`src/rtl/hazard_stall_unit.sv`:
```
// -----------------------------------------------------------------------------
// hazard_stall_unit
//
// Pipeline hazard controller for a classic five-stage core. It resolves three
// kinds of hazard seen from the ID and EX stages:
//   * multi-cycle mult/div in EX   -> hold EX and freeze the front end
//   * taken branch resolved in EX  -> squash the wrong-path instruction in ID
//   * load-use dependency          -> one-cycle stall with a bubble into EX
// It also keeps a saturating count of the cycles in which the PC was frozen.
//
// Parameters
//   MUL_LAT        EX occupancy of a mult/div in cycles (legal range 2..15)
//
// Ports
//   clk            single clock, all state updates on its rising edge
//   rst            asynchronous active-high reset
//   IDEX_MemRead   instruction in EX is a load
//   IDEX_Rt        destination register of the load in EX
//   IFID_Rs        first source register of the instruction in ID
//   IFID_Rt        second source register of the instruction in ID
//   IFID_UsesRt    instruction in ID actually reads Rt
//   IDEX_MulStart  instruction in EX is a multi-cycle mult/div
//   EX_BranchTaken branch in EX resolved taken
//   PC_Write       PC update enable
//   IFID_Write     IF/ID register load enable
//   IDEX_Bubble    zero the control fields loaded into ID/EX
//   IFID_Flush     clear the IF/ID instruction to a NOP
//   EX_Hold        hold the ID/EX register and EX stage contents
//   StallCount     saturating count of cycles with PC_Write low
// -----------------------------------------------------------------------------
module hazard_stall_unit #(
    parameter int unsigned MUL_LAT = 4
) (
    input  logic        clk,
    input  logic        rst,
    input  logic        IDEX_MemRead,
    input  logic [4:0]  IDEX_Rt,
    input  logic [4:0]  IFID_Rs,
    input  logic [4:0]  IFID_Rt,
    input  logic        IFID_UsesRt,
    input  logic        IDEX_MulStart,
    input  logic        EX_BranchTaken,
    output logic        PC_Write,
    output logic        IFID_Write,
    output logic        IDEX_Bubble,
    output logic        IFID_Flush,
    output logic        EX_Hold,
    output logic [15:0] StallCount
);

    typedef enum logic [1:0] {
        RUN        = 2'd0,
        LOAD_STALL = 2'd1,
        MUL_BUSY   = 2'd2
    } hazardStateT;

    // The RUN cycle that sees MulStart already holds EX once, and the final
    // MUL_BUSY cycle with cnt==0 releases it, so the counter starts at
    // MUL_LAT-2 to give MUL_LAT cycles of occupancy and MUL_LAT-1 of hold.
    localparam logic [3:0]  MUL_CNT_INIT    = 4'(MUL_LAT - 32'd2);
    localparam logic [15:0] STALL_COUNT_MAX = 16'hFFFF;

    // Load-use dependency between the load in EX and the instruction in ID.
    // Register 0 is hardwired to zero, so a load into it never creates one.
    function automatic logic loadUseHit(
        input logic       memRead,
        input logic [4:0] exRt,
        input logic [4:0] idRs,
        input logic [4:0] idRt,
        input logic       idUsesRt
    );
        logic rsMatch;
        logic rtMatch;
        rsMatch = (exRt == idRs);
        rtMatch = idUsesRt & (exRt == idRt);
        return memRead & (exRt != 5'd0) & (rsMatch | rtMatch);
    endfunction

    hazardStateT stateR;
    hazardStateT stateNextS;
    logic [3:0]  cntR;
    logic [3:0]  cntNextS;
    logic [15:0] stallCountR;
    logic        loadUseHitS;

    logic        pcWriteS;
    logic        ifidWriteS;
    logic        idexBubbleS;
    logic        ifidFlushS;
    logic        exHoldS;

    assign loadUseHitS = loadUseHit(IDEX_MemRead, IDEX_Rt, IFID_Rs, IFID_Rt, IFID_UsesRt);

    // Next-state, counter and control-output decode.
    always_comb begin
        stateNextS  = stateR;
        cntNextS    = cntR;
        pcWriteS    = 1'b1;
        ifidWriteS  = 1'b1;
        idexBubbleS = 1'b0;
        ifidFlushS  = 1'b0;
        exHoldS     = 1'b0;

        if (rst) begin
            // Outputs stay at their defaults for as long as reset is held,
            // whatever the hazard inputs are doing.
            stateNextS = RUN;
            cntNextS   = 4'd0;
        end else begin
            case (stateR)
                RUN: begin
                    if (IDEX_MulStart) begin
                        exHoldS    = 1'b1;
                        pcWriteS   = 1'b0;
                        ifidWriteS = 1'b0;
                        stateNextS = MUL_BUSY;
                        cntNextS   = MUL_CNT_INIT;
                    end else if (EX_BranchTaken) begin
                        // The PC still advances to the branch target.
                        ifidFlushS  = 1'b1;
                        idexBubbleS = 1'b1;
                        stateNextS  = RUN;
                    end else if (loadUseHitS) begin
                        pcWriteS    = 1'b0;
                        ifidWriteS  = 1'b0;
                        idexBubbleS = 1'b1;
                        stateNextS  = LOAD_STALL;
                    end else begin
                        stateNextS = RUN;
                    end
                end

                LOAD_STALL: begin
                    // The load has moved on to MEM, so the dependency is now
                    // covered by forwarding; hazard inputs are not looked at.
                    stateNextS = RUN;
                end

                MUL_BUSY: begin
                    if (cntR != 4'd0) begin
                        exHoldS    = 1'b1;
                        pcWriteS   = 1'b0;
                        ifidWriteS = 1'b0;
                        cntNextS   = cntR - 4'd1;
                    end else begin
                        stateNextS = RUN;
                    end
                end

                default: begin
                    stateNextS = RUN;
                    cntNextS   = 4'd0;
                end
            endcase
        end
    end

    // State and mult/div occupancy counter registers.
    always_ff @(posedge clk or posedge rst) begin
        if (rst) begin
            stateR <= RUN;
            cntR   <= 4'd0;
        end else begin
            stateR <= stateNextS;
            cntR   <= cntNextS;
        end
    end

    // Saturating count of frozen-PC cycles; it parks at all-ones.
    always_ff @(posedge clk or posedge rst) begin
        if (rst) begin
            stallCountR <= 16'd0;
        end else if (!pcWriteS && (stallCountR != STALL_COUNT_MAX)) begin
            stallCountR <= stallCountR + 16'd1;
        end else begin
            stallCountR <= stallCountR;
        end
    end

    assign PC_Write    = pcWriteS;
    assign IFID_Write  = ifidWriteS;
    assign IDEX_Bubble = idexBubbleS;
    assign IFID_Flush  = ifidFlushS;
    assign EX_Hold     = exHoldS;
    assign StallCount  = stallCountR;

endmodule

```
`config.mk`:
```
export PLATFORM = sky130hd
export DESIGN_NAME = hazard_stall_unit
export DESIGN_NICKNAME = d
export VERILOG_FILES = /design/src/rtl/hazard_stall_unit.sv
export SDC_FILE = /design/constraint.sdc
export NUM_CORES = 1
export LEC_CHECK = 0
export ABC_CLOCK_PERIOD_IN_PS = 4000
export BUFFER_PORTS_ARGS = -buffer_cell sky130_fd_sc_hd__buf_2
export CORE_MARGIN = 1.5
export CORE_UTILIZATION = 25
export CTS_CLUSTER_DIAMETER = 120
export CTS_CLUSTER_SIZE = 30
export DETAILED_ROUTE_END_ITERATION = 8
export PLACE_DENSITY = 0.49
export SLEW_MARGIN = 20
export SYNTH_ARGS = -nofsm -noshare
export SYNTH_HDL_FRONTEND = slang
export SYNTH_SLANG_ARGS = --single-unit
```
`constraint.sdc`:
```
create_clock -name clk -period 4 [get_ports clk]
set_input_delay 0.6 -clock clk [delete_from_list [all_inputs] [get_ports clk]]
set_output_delay 0.6 -clock clk [all_outputs]
set_load 0.02 [all_outputs]
```
* After elaboration in Yosys (flattened, before gate mapping) *
Index checks and enable logic that the tools add are counted.

storage, ports and cells
  output and inout port bits = 21
  input bits = 21
  register bits = 22
  logic and storage cells = 53

cells by class
  muxes and demuxes = 29
  equal/unequal tests = 9
  add/subtract/negate cells = 2
  reduce and logical (&&, ||, !) cells = 6
  bitwise operators = 4

operators with widths
  cell                                                 count
  two-way mux 1 bit                                    19
  adder 16 x 1 -> 16 bit, second input constant        1
  != test 16 bit, second input constant                1
  two-way mux 4 bit                                    3
  case mux 4 bit (3 select lines)                      1
  equality test 5 bit                                  2
  != test 3 bit, second input constant                 3
  two-way mux 2 bit                                    3
  nonzero test 5 bit                                   1
  case mux 1 bit (2 select lines)                      2
  case mux 2 bit (2 select lines)                      1
  nonzero test 4 bit                                   1
  subtractor 4 x 1 -> 4 bit, second input constant     1
  AND 1 bit                                            3
  AND reduction 3 bit                                  1
  equality test 2 x 1 -> 1 bit, second input constant  1
  equality test 2 bit, second input constant           1
  zero test 2 bit                                      1
  != test 2 bit, second input constant                 1
  logical AND 1 bit                                    1
  zero test 1 bit                                      1
  OR 1 bit                                             1

* Depth between registers and ports, before layout *
  depth after elaboration = 11
  mapped depth = 9
  mapped depth without buffers = 8

* Worst setup path before layout *
No wires, ideal clock.

  path kind = input to output
  from = input IDEX_Rt[0]
  to = output PC_Write
  slack = 1375 ps
  data arrival time = 2025 ps
  stages = 5
  path buffers = 1
  required time = 3400 ps
  cell sequence = or4_1 -> o21ai_1 -> nor2_1 -> a21oi_1 -> buf_4

between the ends
  cells in the longest elaborated chain, start to end = 9
  elaborated cells between the ends (all ways) = 12
  those cells by class = 2 x eq/ne; 5 x mux; 4 x bitwise; 1 x reduce/logical

RTL lines
  element                              RTL line  RTL
  start: declaration                   37        input logic [4:0] IDEX_Rt,
  equality test 5 bit                  75        rtMatch = idUsesRt & (exRt == idRt);
  AND 1 bit                            75
  OR 1 bit                             76        return memRead & (exRt != 5'd0) & (rsMatch | rtMatch);
  AND 1 bit (*)                        76
  two-way mux 1 bit (*) (3 in series)  -
  case mux 1 bit (2 select lines) (*)  -
  two-way mux 1 bit (*)                -
  end: declaration                     43        output logic PC_Write,

Every way passes the cells marked *; elsewhere a longest branch is shown, timed or not.

* Final worst setup path *
  from = input IDEX_Rt[0]
  to = output IFID_Write

between the ends
  cells in the longest elaborated chain, start to end = 9
  elaborated cells between the ends (all ways) = 12
  those cells by class = 2 x eq/ne; 5 x mux; 4 x bitwise; 1 x reduce/logical

RTL lines
  element                              RTL line  RTL
  equality test 5 bit                  75
  AND 1 bit                            75
  OR 1 bit                             76
  AND 1 bit (*)                        76
  two-way mux 1 bit (*)                123       end else if (loadUseHitS) begin
  two-way mux 1 bit (*)                118       end else if (EX_BranchTaken) begin
  two-way mux 1 bit (*)                112       if (IDEX_MulStart) begin
  case mux 1 bit (2 select lines) (*)  110       case (stateR)
  two-way mux 1 bit (*)                104       if (rst) begin
  end: declaration                     44        output logic IFID_Write,

Marks and branches as above.

==> results.toml <==
[logic_synthesis]
synth_area_leaders = "dfrtp_1 (41%), xnor2_1 (9.8%), xor2_1 (7.9%)"
synth_nets = 153
ys_ff_latch = 22
synth.distinct_cells = 35
synth_cells = 129
postSynthAreaPerCell_um2 = 10.4
syn_area_mm2 = 0.00134
synth_seq_area_share = 0.412
yosysTopAreaCell = "dfrtp_1"
synth_top_area_frac = 0.412
yosysWarnings = 0

[setup_path]
cp_max_fo = 3
cp.required_ps = 3400
critPathKind = "input pin to output pin"
critPathLaunchType = "input pin"
r2r_setup_slack_ps = 1780
cp-end-kind = "output pin"
crit_arrival_ps = 1930

[sta]
setup-tns-final_ps = 0
drv_slew = 0
setup-violations-final = 0
worst-slew-pin-transition_ps = 606
post-route-period-util = 0.632
finalHoldViolCount = 0
clock_skew_ps = 1.22
rsz0062_at_grt = "false"
setup_ws_ps = 1470
finalWorstPathRequiredPeriod_ps = 2530
relSlewSlack = 0.596
max_freq_ghz = 0.395

[global_route]
grt_overflow = 0
grt_max_degree = 23
antenna_found_initial = 0
track_usage = 0.0993
grt_pass1_wl_um = 4870
grt_pass1_vias = 1019

[drt]
via_count = 1042
wl_met2_um = 1230
avgViaCountPerCell = 4.31
drc = 0
ant_nets = 0
firstDrtPassIters = 4
drt-initial-drc-count = 27
wl_met1_um = 1390
met3_length_um = 123
routed.top_layer = "met4"
wl_um = 2750
wire_per_inst_um = 11.3

[final_layout]
drive_gt1_frac = 0.331
nNetsFinal = 197
utilization = 0.323
num-fill-cells = 566
area_delta_synth_final_pct = 24.3
layout_commonest_cell = "buf_2"
diodes = 0
final_cell_mix = "buf_2 (41), dfrtp_1 (22), xnor2_1 (15)"

[floorplanning]
die_w_um = 76.1
row_count = 26
die_h_um = 76.1
dieArea_mm2 = 0.00579
core_mm2 = 0.00514
initial_core_util = 0.260
io_pins = 42

[power_and_ir_drop]
finalPower_mw = 0.690
leakage_nw = 0.776
peakVddDrop_mv = 0.188
power_density_mw_per_mm2 = 415

[clock_tree]
cts.hold.buffers_added = 0
cts.reportedPaths.clkPinSlew_ps = 80
cts_resized = 0
cts_buffers = 3
clockRootBuffer = "clkbuf_8"
cts_sinks = 22
insertion_delay_ps = 260
cts_buffer_depth = 2
post-cts-setup-buffers = 0
htree_num_levels = 1
cts_tree = "done"

[placed_design]
place.gp.congestion = 0.735
portBuffers = 41
hpwl_um = 2150
dp_slack_ps = 1470

[flow_run]
drv_cap = 0

[status]
status = "finished, final reports clean"

[min_path]
worstHoldPathType = "input pin to asynchronous set/reset pin"
==> power by group <==
part           switching [mW]  leakage, nW  internal, mW
Combinational           0.129        0.455        0.0921
Clock                  0.0692       0.0288        0.0876
Sequential             0.0520        0.293         0.260
Total                   0.250        0.776         0.439
==> cells by family after synthesis <==
| logic type | count (synthesis) | synth area share |
|---|---|---|
| XOR/XNOR | 27 | 0.177 |
| buffers and inverters | 9 | 0.0393 |
| AO/OA/AOI/OAI | 16 | 0.105 |
| multiplexers | 2 | 0.0169 |
| flip-flops | 22 | 0.412 |
| AND/OR/NAND/NOR | 50 | 0.222 |
| adder cells (fa/ha/maj) | 3 | 0.0281 |
==> cell usage after synthesis <==
cell	count
nor4_4	1
xor2_1	12
nand2_1	10
o21ai_2	1
nor3b_2	1
o211a_1	1
o311ai_2	1
inv_2	1
nor2_4	1
nor3_1	2
nand3_1	6
a31oi_1	1
and3_2	2
a2111oi_0	1
o31ai_1	1
buf_6	2
a21oi_1	3
and3_1	3
mux2_1	2
o21a_1	1
nor4_2	1
nor4b_1	1
xnor2_1	15
nor2_1	10
o21ai_1	3
dfrtp_1	22
and4_4	1
inv_1	5
nand4_1	9
ha_1	3
a2111oi_4	1
buf_4	1
a32oi_1	2
or4_1	1
and2_1	1
==> registers in the layout (all words and copies together), names as in the netlist <==
register    flops
cntR            4
stateR          2
StallCount     16
==> critical path: stages <==
cell and delay, ps:
buf_2 120, or4_1 540, o21ai_1 180, nor2_1 110, a21oi_1 190, buf_2 190
==> final timing paths <==
kind	to	startpoint	cells after the start
max	IFID_Write	IDEX_Rt[0]	6
min	stateR[1]	rst	3
max reg2reg	StallCount[1]	cntR[0]	7
min reg2reg	StallCount[15]	StallCount[15]	1
max in group asynchronous	cntR[2]	rst	3
min in group clk	StallCount[15]	StallCount[15]	1
==> through the flow <==
| stage | instance area, um^2 | cells | hold WS [ps] |
|---|---|---|---|
| global route | 1660 | 242 | 507 |
| detailed placement | 1610 | 238 | 489 |
| CTS | 1660 | 242 | 483 |
| floorplan | 1340 | 129 | 524 |
| finish | 1660 | 242 | 479 |
| global placement | 1610 | 238 | 481 |
==> area by class of cell <==
class	count	area, um^2	area share
Multi-Input combinational cell	98	733	0.441
Sequential cell	22	551	0.331
Timing Repair Buffer	42	213	0.128
Tap cell	70	87.6	0.0527
Clock buffer	4	55.1	0.0331
Inverter	6	22.5	0.0136
==> metal layers <==
metal / track usage / vias up
li1: - / 548
met1: 0.140 / 473
met2: 0.155 / 19
met3: 0.0299 / 2
met4: 0.0111 / 0
met5: 0 / -
(Power assumes the default switching activity.)
